**config.mk**
```make
export PLATFORM = sky130hd
export DESIGN_NAME = deserializador_4_bits
export DESIGN_NICKNAME = d
export VERILOG_FILES = /design/src/rtl/deserializador_pkg.sv /design/src/rtl/acumulador_serie.sv /design/src/rtl/deserializador_4_bits.sv
export SDC_FILE = /design/constraint.sdc
export NUM_CORES = 1
export LEC_CHECK = 0
export CAP_MARGIN = 0
export CORE_ASPECT_RATIO = 1.1
export CORE_MARGIN = 4
export CORE_UTILIZATION = 47
export CTS_BUF_LIST = sky130_fd_sc_hd__clkbuf_4
export CTS_CLUSTER_DIAMETER = 30
export CTS_CLUSTER_SIZE = 20
export DETAILED_ROUTE_END_ITERATION = 8
export PLACE_DENSITY = 0.73
export SLEW_MARGIN = 20
export SYNTH_ARGS = -nofsm -noshare
export SYNTH_HDL_FRONTEND = slang
export SYNTH_SLANG_ARGS = --single-unit
```
**constraint.sdc**
```tcl
create_clock -name CLK -period 1.96 [get_ports CLK]
set_clock_uncertainty 0.2 [all_clocks]
set_input_delay 0.294 -clock CLK [delete_from_list [all_inputs] [get_ports CLK]]
set_output_delay 0.294 -clock CLK [all_outputs]
set_load 0.02 [all_outputs]
```
**src/rtl/deserializador_pkg.sv**
```systemverilog
// Shared definitions for the serial-to-parallel receiver.
// Optional even-parity framing is enabled with the PARITY_EN macro.
package deserializador_pkg;

  localparam logic MSB_PRIMERO = 1'b0;
  localparam logic LSB_PRIMERO = 1'b1;

  typedef enum logic {
    VACIO = 1'b0,
    LLENO = 1'b1
  } estado_buf_t;

  // Number of serial bits per frame: data bits, plus one parity bit when enabled.
  function automatic int largo_trama(input int ancho);
`ifdef PARITY_EN
    return ancho + 1;
`else
    return ancho;
`endif
  endfunction

  // Bit counter width; wide enough for 0..ancho so the parity slot also fits.
  function automatic int ancho_cnt(input int ancho);
    return $clog2(ancho + 1);
  endfunction

endpackage

```
**src/rtl/acumulador_serie.sv**
```systemverilog
// Serial accumulator: shift register, bit counter, per-frame MODO latch and,
// when PARITY_EN is defined, running parity. `palabra` is the value the shift
// register takes on this edge, so it carries the finished word both on the
// completion cycle and afterwards while the word waits in the register.
module acumulador_serie
  import deserializador_pkg::*;
#(
  parameter int ANCHO = 4
) (
  input  logic             clk,
  input  logic             reset,
  input  logic             s_in,
  input  logic             toma,
  input  logic             modo,
  output logic [ANCHO-1:0] palabra,
  output logic             paridad_err,
  output logic             completo
);

  localparam int FRAME = largo_trama(ANCHO);
  localparam int CW    = ancho_cnt(ANCHO);
  localparam logic [CW-1:0] ULTIMO = CW'(FRAME - 1);

  logic [ANCHO-1:0] acc, acc_sig;
  logic [CW-1:0]    cnt, cnt_sig;
  logic             modo_q, modo_act, es_dato;

  // The first bit of a frame uses the live MODO; later bits use the latched copy.
  assign modo_act = (cnt == '0) ? modo : modo_q;
  assign completo = toma && (cnt == ULTIMO);

`ifdef PARITY_EN
  assign es_dato = (cnt < CW'(ANCHO));
`else
  assign es_dato = 1'b1;
`endif

  // Next shift-register and counter values for an accepted bit.
  always_comb begin
    acc_sig = acc;
    cnt_sig = cnt;
    if (toma) begin
      if (es_dato) begin
        if (modo_act == MSB_PRIMERO) acc_sig = {acc[ANCHO-2:0], s_in};
        else                         acc_sig = {s_in, acc[ANCHO-1:1]};
      end
      cnt_sig = completo ? '0 : cnt + 1'b1;
    end
  end

  // Accumulator state registers.
  always_ff @(posedge clk) begin
    if (reset) begin
      acc    <= '0;
      cnt    <= '0;
      modo_q <= MSB_PRIMERO;
    end else begin
      acc <= acc_sig;
      cnt <= cnt_sig;
      if (toma && cnt == '0) modo_q <= modo;
    end
  end

  assign palabra = acc_sig;

`ifdef PARITY_EN
  logic par, err_q;

  // Running XOR of data bits; on the parity bit, keep the verdict for a held word.
  always_ff @(posedge clk) begin
    if (reset) begin
      par   <= 1'b0;
      err_q <= 1'b0;
    end else if (toma) begin
      if (completo) begin
        par   <= 1'b0;
        err_q <= par ^ s_in;
      end else begin
        par <= par ^ s_in;
      end
    end
  end

  assign paridad_err = completo ? (par ^ s_in) : err_q;
`else
  assign paridad_err = 1'b0;
`endif

endmodule

```
**src/rtl/deserializador_4_bits.sv**
```systemverilog
// Serial-to-parallel receiver with a one-word output buffer and backpressure.
// Define PARITY_EN to receive an even-parity bit after each word and flag ERR.
module deserializador_4_bits
  import deserializador_pkg::*;
#(
  parameter int ANCHO = 4
) (
  input  logic             CLK,
  input  logic             RESET,
  input  logic             S_IN,
  input  logic             S_VALID,
  output logic             S_READY,
  input  logic             MODO,
  output logic [ANCHO-1:0] Q,
  output logic             Q_VALID,
  input  logic             Q_READY,
  output logic             ERR
);

  estado_buf_t      estado, estado_sig;
  logic             pendiente, pendiente_sig;
  logic [ANCHO-1:0] q_reg, q_sig;
  logic             err_reg, err_sig;
  logic             toma, drena, completo, paridad_err;
  logic [ANCHO-1:0] palabra;

  assign toma  = S_VALID && !pendiente;
  assign drena = (estado == LLENO) && Q_READY;

  acumulador_serie #(.ANCHO(ANCHO)) u_acumulador (
    .clk         (CLK),
    .reset       (RESET),
    .s_in        (S_IN),
    .toma        (toma),
    .modo        (MODO),
    .palabra     (palabra),
    .paridad_err (paridad_err),
    .completo    (completo)
  );

  // Buffer next state: load a finished or pending word, or empty on drain.
  always_comb begin
    estado_sig    = estado;
    pendiente_sig = pendiente;
    q_sig         = q_reg;
    err_sig       = err_reg;
    if (completo) begin
      if (estado == VACIO || drena) begin
        q_sig      = palabra;
        err_sig    = paridad_err;
        estado_sig = LLENO;
      end else begin
        pendiente_sig = 1'b1;
      end
    end else if (drena) begin
      if (pendiente) begin
        q_sig         = palabra;
        err_sig       = paridad_err;
        estado_sig    = LLENO;
        pendiente_sig = 1'b0;
      end else begin
        estado_sig = VACIO;
      end
    end
  end

  // Buffer and handshake registers.
  always_ff @(posedge CLK) begin
    if (RESET) begin
      estado    <= VACIO;
      pendiente <= 1'b0;
      q_reg     <= '0;
      err_reg   <= 1'b0;
    end else begin
      estado    <= estado_sig;
      pendiente <= pendiente_sig;
      q_reg     <= q_sig;
      err_reg   <= err_sig;
    end
  end

  assign S_READY = !pendiente;
  assign Q_VALID = (estado == LLENO);
  assign Q       = q_reg;
  assign ERR     = err_reg;

endmodule

```
==> results of run 1 <==
==> layout make-up <==
cell class	count	area [um2]
Fill cell	125	504
Clock buffer	3	22.5
Timing Repair Buffer	16	148
Inverter	9	33.8
Tap cell	16	20.0
Multi-Input combinational cell	50	354
Sequential cell	14	280
Clock inverter	1	3.75
==> worst reg2reg max path: cells and delay by family, from the launching register on <==
family | cells | cell delay, ns
fa+ha+maj | 1 | 0.13
mux | 2 | 0.70
simple gates | 1 | 0.22
compound gates | 1 | 0.11
buf+inv | 1 | 0.06
flops | 1 | 0.33
==> power groups by stage <==
stage	logic, W	clock network, W	registers (W)
final	0.000108	0.000165	0.000307
after floorplan	0.0000705	0	0.000313
after detailed placement	0.000104	0	0.000313
after CTS	0.000105	0.000169	0.000306
after global placement	0.000101	0	0.000312
after global routing	0.000118	0.000183	0.000308
==> logic make-up (layout without fill, tap and decap cells) <==
family	Yosys count	count (layout)	synth area share, %
xor+xnor	1	1	1.30
compound gates	16	16	15.9
simple gates	24	24	18.9
other cells	1	1	0.555
mux	6	6	10.7
fa+ha+maj	2	2	3.70
flops	14	14	41.5
buf+inv	12	29	7.41
==> worst min path at each step <==
stage	endpoint	slack (ns)	cells after the start
after global placement	Q[0]	0.27	2
after detailed placement	Q[2]	0.26	2
after CTS	Q[2]	0.28	2
after floorplan	pendiente	0.19	1
final	Q[2]	0.28	2
after global routing	Q[2]	0.29	2
==> cell usage in the layout, fill, tap and decap left out, drive strengths merged <==
cell           count
nor2              10
mux2i              2
dfxtp             14
clkinv             1
mux2               4
inv                9
nand4bb            1
buf                5
nand2b             4
a21oi              4
a211oi             1
a22oi              1
nand2              5
o211ai             1
nor3b              1
o32ai              4
conb               1
clkbuf             3
clkdlybuf4s50     11
nor2b              2
o21ai              5
nor3               1
xnor2              1
ha                 2
==> metrics by stage <==
stage	setup WS, ns	cell area (um2)	hold slack [ns]	util, %	std cells
4_1_cts	0.0820	853	0.279	62.5	109
3_5_place_dp	0.0901	827	0.264	60.5	105
5_1_grt	-0.000926	862	0.293	63.1	109
2_1_floorplan	0.217	676	0.194	-	76
3_3_place_gp	0.138	827	0.265	60.5	105
6_report	0.119	862	0.278	63.1	109
==> routing by layer <==
layer	share of wire [%]	track usage, %	routed length, um	up-vias
met2	51	26.2	671	10
li1	-	-	-	289
met1	44	16.5	585	261
met5	0	0	0	-
met4	1.6	7.23	21	0
met3	2.8	2.26	37	3
==> state kept, by name (all words and copies together) (netlist names) <==
signal	count
Q_VALID	1
pendiente	1
u_acumulador.acc	4
Q	4
u_acumulador.modo_q	1
u_acumulador.cnt	3
==> out/results.tsv, run 1 <==
metric	value	unit
clock share of power	28.5	%
post-CTS setup buffer count	0	
clock latency on the worst-skew pair	0.28	ns
fraction of registers with async set or reset after synthesis	0	%
GRT Total Usage	14.4	%
crit path time final	1.84	ns
crit-path cells	inv_1 > ha_1 > nor2b_2 > mux2i_4 > mux2_2 > o32ai_1	
Yosys top cell by area	dfxtp_1	
Chip Width	44.2	um
row cnt	14	
Synth cell types	27	
reg2reg start	u_acumulador.cnt[1]	
DRT antenna net count	0	
Final Max Tran Viols	0	
R2R depth	6	
vias per cell	5.17	
first-pass GRT wire length	2210	um
GRT Residual Overflow	0	
Max Fanout on Critical Path	4	
Die Area	2110	um2
critical setup path kind	flop to flop	
ys flop type	dfxtp_1	
hold_buf cts	0	
crit-path max cell delay	0.38	ns
Max VDD drop	0.353	mV
syn_area_per_cell	8.89	um2
P_int	0.000430	W
top cells by count, synth	14 x dfxtp_1, 10 x nor2_1, 9 x inv_1	
Sw Share	26.0	%
Period Utilization, post-route	93.9	%
# diodes	0	
drt pass-1 iters	4	
PD cells	674	nW/um2
Crit path max-delay family	multiplexers	
vias in the first global route	545	
crit path buf inv count	1	
port bufs	11	
Worst-path clk slew	0.08	ns
FF-to-FF setup slack	0.12	ns
Crit. End Element	flop	
Iter 0 DRT Violations	7	
Comb power frac	18.7	%
post-synth top area share	41.5	%
sequential share of power	52.8	%
switching power	0.000151	W
crit path max-delay cell type	mux2_2	
antenna violations before repair	0	
TritonCTS Buffers	3	
Hold Crit Start	Q[2]	
Final Net Count	102	
largest net degree at the start of global routing	10	
Setup violations, final	0	
final wirelength	1320	um
synthesis-to-finish area growth	27.6	%
post-DP HPWL	1020	um
maximum clock rate	543	MHz
YS warnings	0	
data arrival time of the critical path	1.83	ns
clk root buf	clkbuf_4	
I/O pin count	13	
residual DRC count	0	
Initial Utilization	49.5	%
Static Leak	0.338	nW
Gate Count Post-Synth	76	
Critical Path RT	1.95	ns
Area contributors post-synth	dfxtp_1 41%, nor2_1 5.6%, o32ai_1 5.2%	
reg2reg end	Q[1]	
H-tree depth reported by CTS	1	
total number of vias	563	
Longest Clk Path Bufs	2	
max-cap violations	0	
number of clock sinks	14	
Core Region	1370	um2
Worst Setup EP	Q[1]	
layout cells sized above 1	17.2	%
post-synthesis register bit count	14	
final RePlAce weighted congestion	0.783	
EDFF count, synth	0	
post-cts sizing count	0	
top-count cell post-synth	dfxtp_1	
outcome	complete, no violations	
Hold Path Class	flop to flop	
Synth Cell Area	676	um2
Critical Path Stages	6	
post-synthesis sequential area ratio	41.5	%
Tot Pwr	0.000581	W
synthesized net count	84	
Hold Fails Final Rpt	0	
CP Launch Type	flop	
wire length per cell	12.1	um
crit path launch	u_acumulador.cnt[1]	
total negative slack	0	ns
CTS tree	built	
Chip Height	47.8	um
No activity file was read; power rests on OpenSTA's default activity.
==> run 2, diff against run 1 <==
--- a/config.mk
+++ b/config.mk
@@ -5,7 +5,7 @@
 export SDC_FILE = /design/constraint.sdc
 export NUM_CORES = 1
 export LEC_CHECK = 0
-export CAP_MARGIN = 0
+export ABC_AREA = 1
 export CORE_ASPECT_RATIO = 1.1
 export CORE_MARGIN = 4
 export CORE_UTILIZATION = 47
==> out/results.tsv, run 2 <==
metric	value	unit	change
Area contributors post-synth	dfxtp_1 39%, nand3_1 13%, inv_1 12%		was dfxtp_1 41%, nor2_1 5.6%, o32ai_1 5.2%
syn_area_per_cell	7.08	um2	was 8.89 um2
top cells by count, synth	24 x inv_1, 19 x nand3_1, 14 x dfxtp_1		was 14 x dfxtp_1, 10 x nor2_1, 9 x inv_1
DRT antenna net count	0		unchanged
hold_buf cts	0		unchanged
layout cells sized above 1	8.70	%	was 17.2%
crit path time final	1.78	ns	was 1.84 ns
post-synthesis sequential area ratio	38.8	%	was 41.5%
Critical Path RT	1.47	ns	was 1.95 ns
Sw Share	28.3	%	was 26.0%
synthesized net count	110		was 84
Hold WS	0.284	ns	was 0.278 ns
number of clock sinks	14		unchanged
TritonCTS Buffers	3		unchanged
Longest Clk Path Bufs	2		unchanged
post-route cell area	862	um2	unchanged
critical setup path kind	flop to output port		was flop to flop
WHS Path Cells	2		unchanged
Static Leak	0.404	nW	was 0.338 nW
most common cell after layout, fill and taps aside	inv_1		was dfxtp_1
H-tree depth reported by CTS	1		unchanged
placed cell areas	836	um2	was 827 um2
max-cap violations	0		unchanged
Crit. End Element	output port		was flop
first-pass GRT wire length	2230	um	was 2210 um
outcome	complete, no violations		unchanged
post-CTS setup buffer count	0		unchanged
data arrival time of the critical path	1.29	ns	was 1.83 ns
row cnt	14		unchanged
total number of vias	646		was 563
unrepaired setup endpoints after global routing	false		
post-synth top area share	38.8	%	was 41.5%
R2R depth	10		was 6
Core Region	1400	um2	was 1370 um2
final wirelength	1290	um	was 1320 um
reg2reg end	Q[1]		unchanged
YS warnings	0		unchanged
Synth Cell Area	722	um2	was 676 um2
Yosys top cell by area	dfxtp_1		unchanged
Initial Utilization	51.5	%	was 49.5%
# diodes	0		unchanged
crit-path cells	inv_2 > clkdlybuf4s50_1		was inv_1 > ha_1 > nor2b_2 > mux2i_4 > mux2_2 > o32ai_1
FF/Latch Area	280	um2	unchanged
Filler cells	133		was 125
synthesis-to-finish area growth	19.4	%	was 27.6%
reg2reg start	u_acumulador.cnt[0]		was u_acumulador.cnt[1]
Comb power frac	17.9	%	was 18.7%
Die Area	2230	um2	was 2110 um2
GRT Residual Overflow	0		unchanged
port bufs	11		unchanged
Max Fanout on Critical Path	3		was 4
drt pass-1 iters	4		unchanged
Synth cell types	18		was 27
antenna violations before repair	0		unchanged
Max VDD drop	0.502	mV	was 0.353 mV
P_int	0.000417	W	was 0.000430 W
Worst-path clk slew	0.08	ns	about the same
hold endpoint	u_acumulador.cnt[1]		was Q[2]
most frequent cells in the layout	24 x inv_1, 19 x nand3_1, 14 x dfxtp_1		was 14 x dfxtp_1, 11 x clkdlybuf4s50_1, 10 x nor2_1
Hold Crit Start	u_acumulador.cnt[1]		was Q[2]
ys flop type	dfxtp_1		unchanged
clk root buf	clkbuf_4		unchanged
CP Launch Type	flop		unchanged
largest net degree at the start of global routing	12		was 10
FF-to-FF setup slack	0.42	ns	was 0.12 ns
Period Utilization, post-route	91.1	%	was 93.9%
post-DP HPWL	1020	um	about the same
wire length per cell	9.85	um	was 12.1 um
maximum clock rate	560	MHz	was 543 MHz
EDFF count, synth	0		unchanged
post-synthesis register bit count	14		unchanged
top-count cell post-synth	inv_1		was dfxtp_1
crit path max-delay cell type	clkdlybuf4s50_1		was mux2_2
residual DRC count	0		unchanged
Tot Pwr	0.000582	W	was 0.000581 W
PD cells	675	nW/um2	was 674 nW/um2
Gate Count Post-Synth	102		was 76
sequential share of power	53.0	%	was 52.8%
GRT Total Usage	13.1	%	was 14.4%
I/O pin count	13		unchanged
post-cts sizing count	0		unchanged
Final Net Count	124		was 102
crit-path max cell delay	0.61	ns	was 0.38 ns
Hold Fails Final Rpt	0		unchanged
final RePlAce weighted congestion	0.810		was 0.783
Iter 0 DRT Violations	29		was 7
vias in the first global route	566		was 545
Hold Path Class	flop to flop		unchanged
fraction of registers with async set or reset after synthesis	0	%	unchanged
vias per cell	4.93		was 5.17
switching power	0.000165	W	was 0.000151 W
Chip Width	45.4	um	was 44.2 um
Chip Height	49.1	um	was 47.8 um
total negative slack	0	ns	unchanged
clock latency on the worst-skew pair	0.28	ns	about the same
area of the multi-input gates	319	um2	was 354 um2
clock share of power	29.1	%	was 28.5%
Setup violations, final	0		unchanged
Final Max Tran Viols	0		unchanged
CTS tree	built		unchanged
[run 2: cells by family (layout without fill, tap and decap cells)]
family,Yosys count,in the layout,share of synthesized area [%]
buffers and inverters,29,42,17.0
AND/OR/NAND/NOR,39,39,27.0
other,1,1,0.519
flip-flops,14,14,38.8
AO/OA/AOI/OAI,17,17,13.2
adder cells (fa/ha/maj),2,2,3.47
[run 2: layout make-up]
| cell class | count | share of cell area (%) |
|---|---|---|
| clock buffers | 3 | 2.61 |
| clock inverters | 1 | 0.435 |
| inverters | 27 | 12.3 |
| multi-input cells | 59 | 37.0 |
| flip-flops and latches | 14 | 32.5 |
| well taps | 16 | 2.32 |
| repair buffers | 11 | 12.8 |
[run 2: how the worst max path moves through the flow]
stage | to | cells after the start | slack [ns] | start
finish | S_READY | 2 | 0.18 | pendiente
global route | Q_VALID | 1 | 0.13 | Q_VALID
CTS | S_READY | 2 | 0.17 | pendiente
detailed placement | Q[1] | 10 | 0.18 | S_VALID
global placement | Q[1] | 10 | 0.22 | S_VALID
floorplan | Q[0] | 10 | 0.55 | u_acumulador.cnt[0]
[run 2: routing by layer]
metal	GRT usage [%]	up-vias	wire length [um]
li1	-	344	-
met1	16.7	280	598
met2	19.6	17	572
met3	2.95	5	83
met4	7.32	0	36
met5	0	-	0
[run 2: worst max-delay path, delay by kind of cell, from the launching register on]
kind                   cells  cell delay (ns)
DFF                        1             0.32
buffers and inverters      2             0.69
[run 2: power groups by stage]
| stage | logic, W | registers, W | clock network [W] |
|---|---|---|---|
| after floorplan | 0.0000743 | 0.000316 | 0 |
| after global placement | 0.000103 | 0.000315 | 0 |
| after detailed placement | 0.000104 | 0.000315 | 0 |
| after CTS | 0.000104 | 0.000308 | 0.000174 |
| after global routing | 0.000118 | 0.000310 | 0.000190 |
| final | 0.000104 | 0.000308 | 0.000169 |
[run 2: stage by stage]
stage	setup WS, ns	utilization, %	cells
floorplan	0.550	-	102
global placement	0.218	59.6	127
detailed placement	0.182	59.6	127
CTS	0.169	61.5	131
global route	0.125	61.5	131
finish	0.175	61.5	131
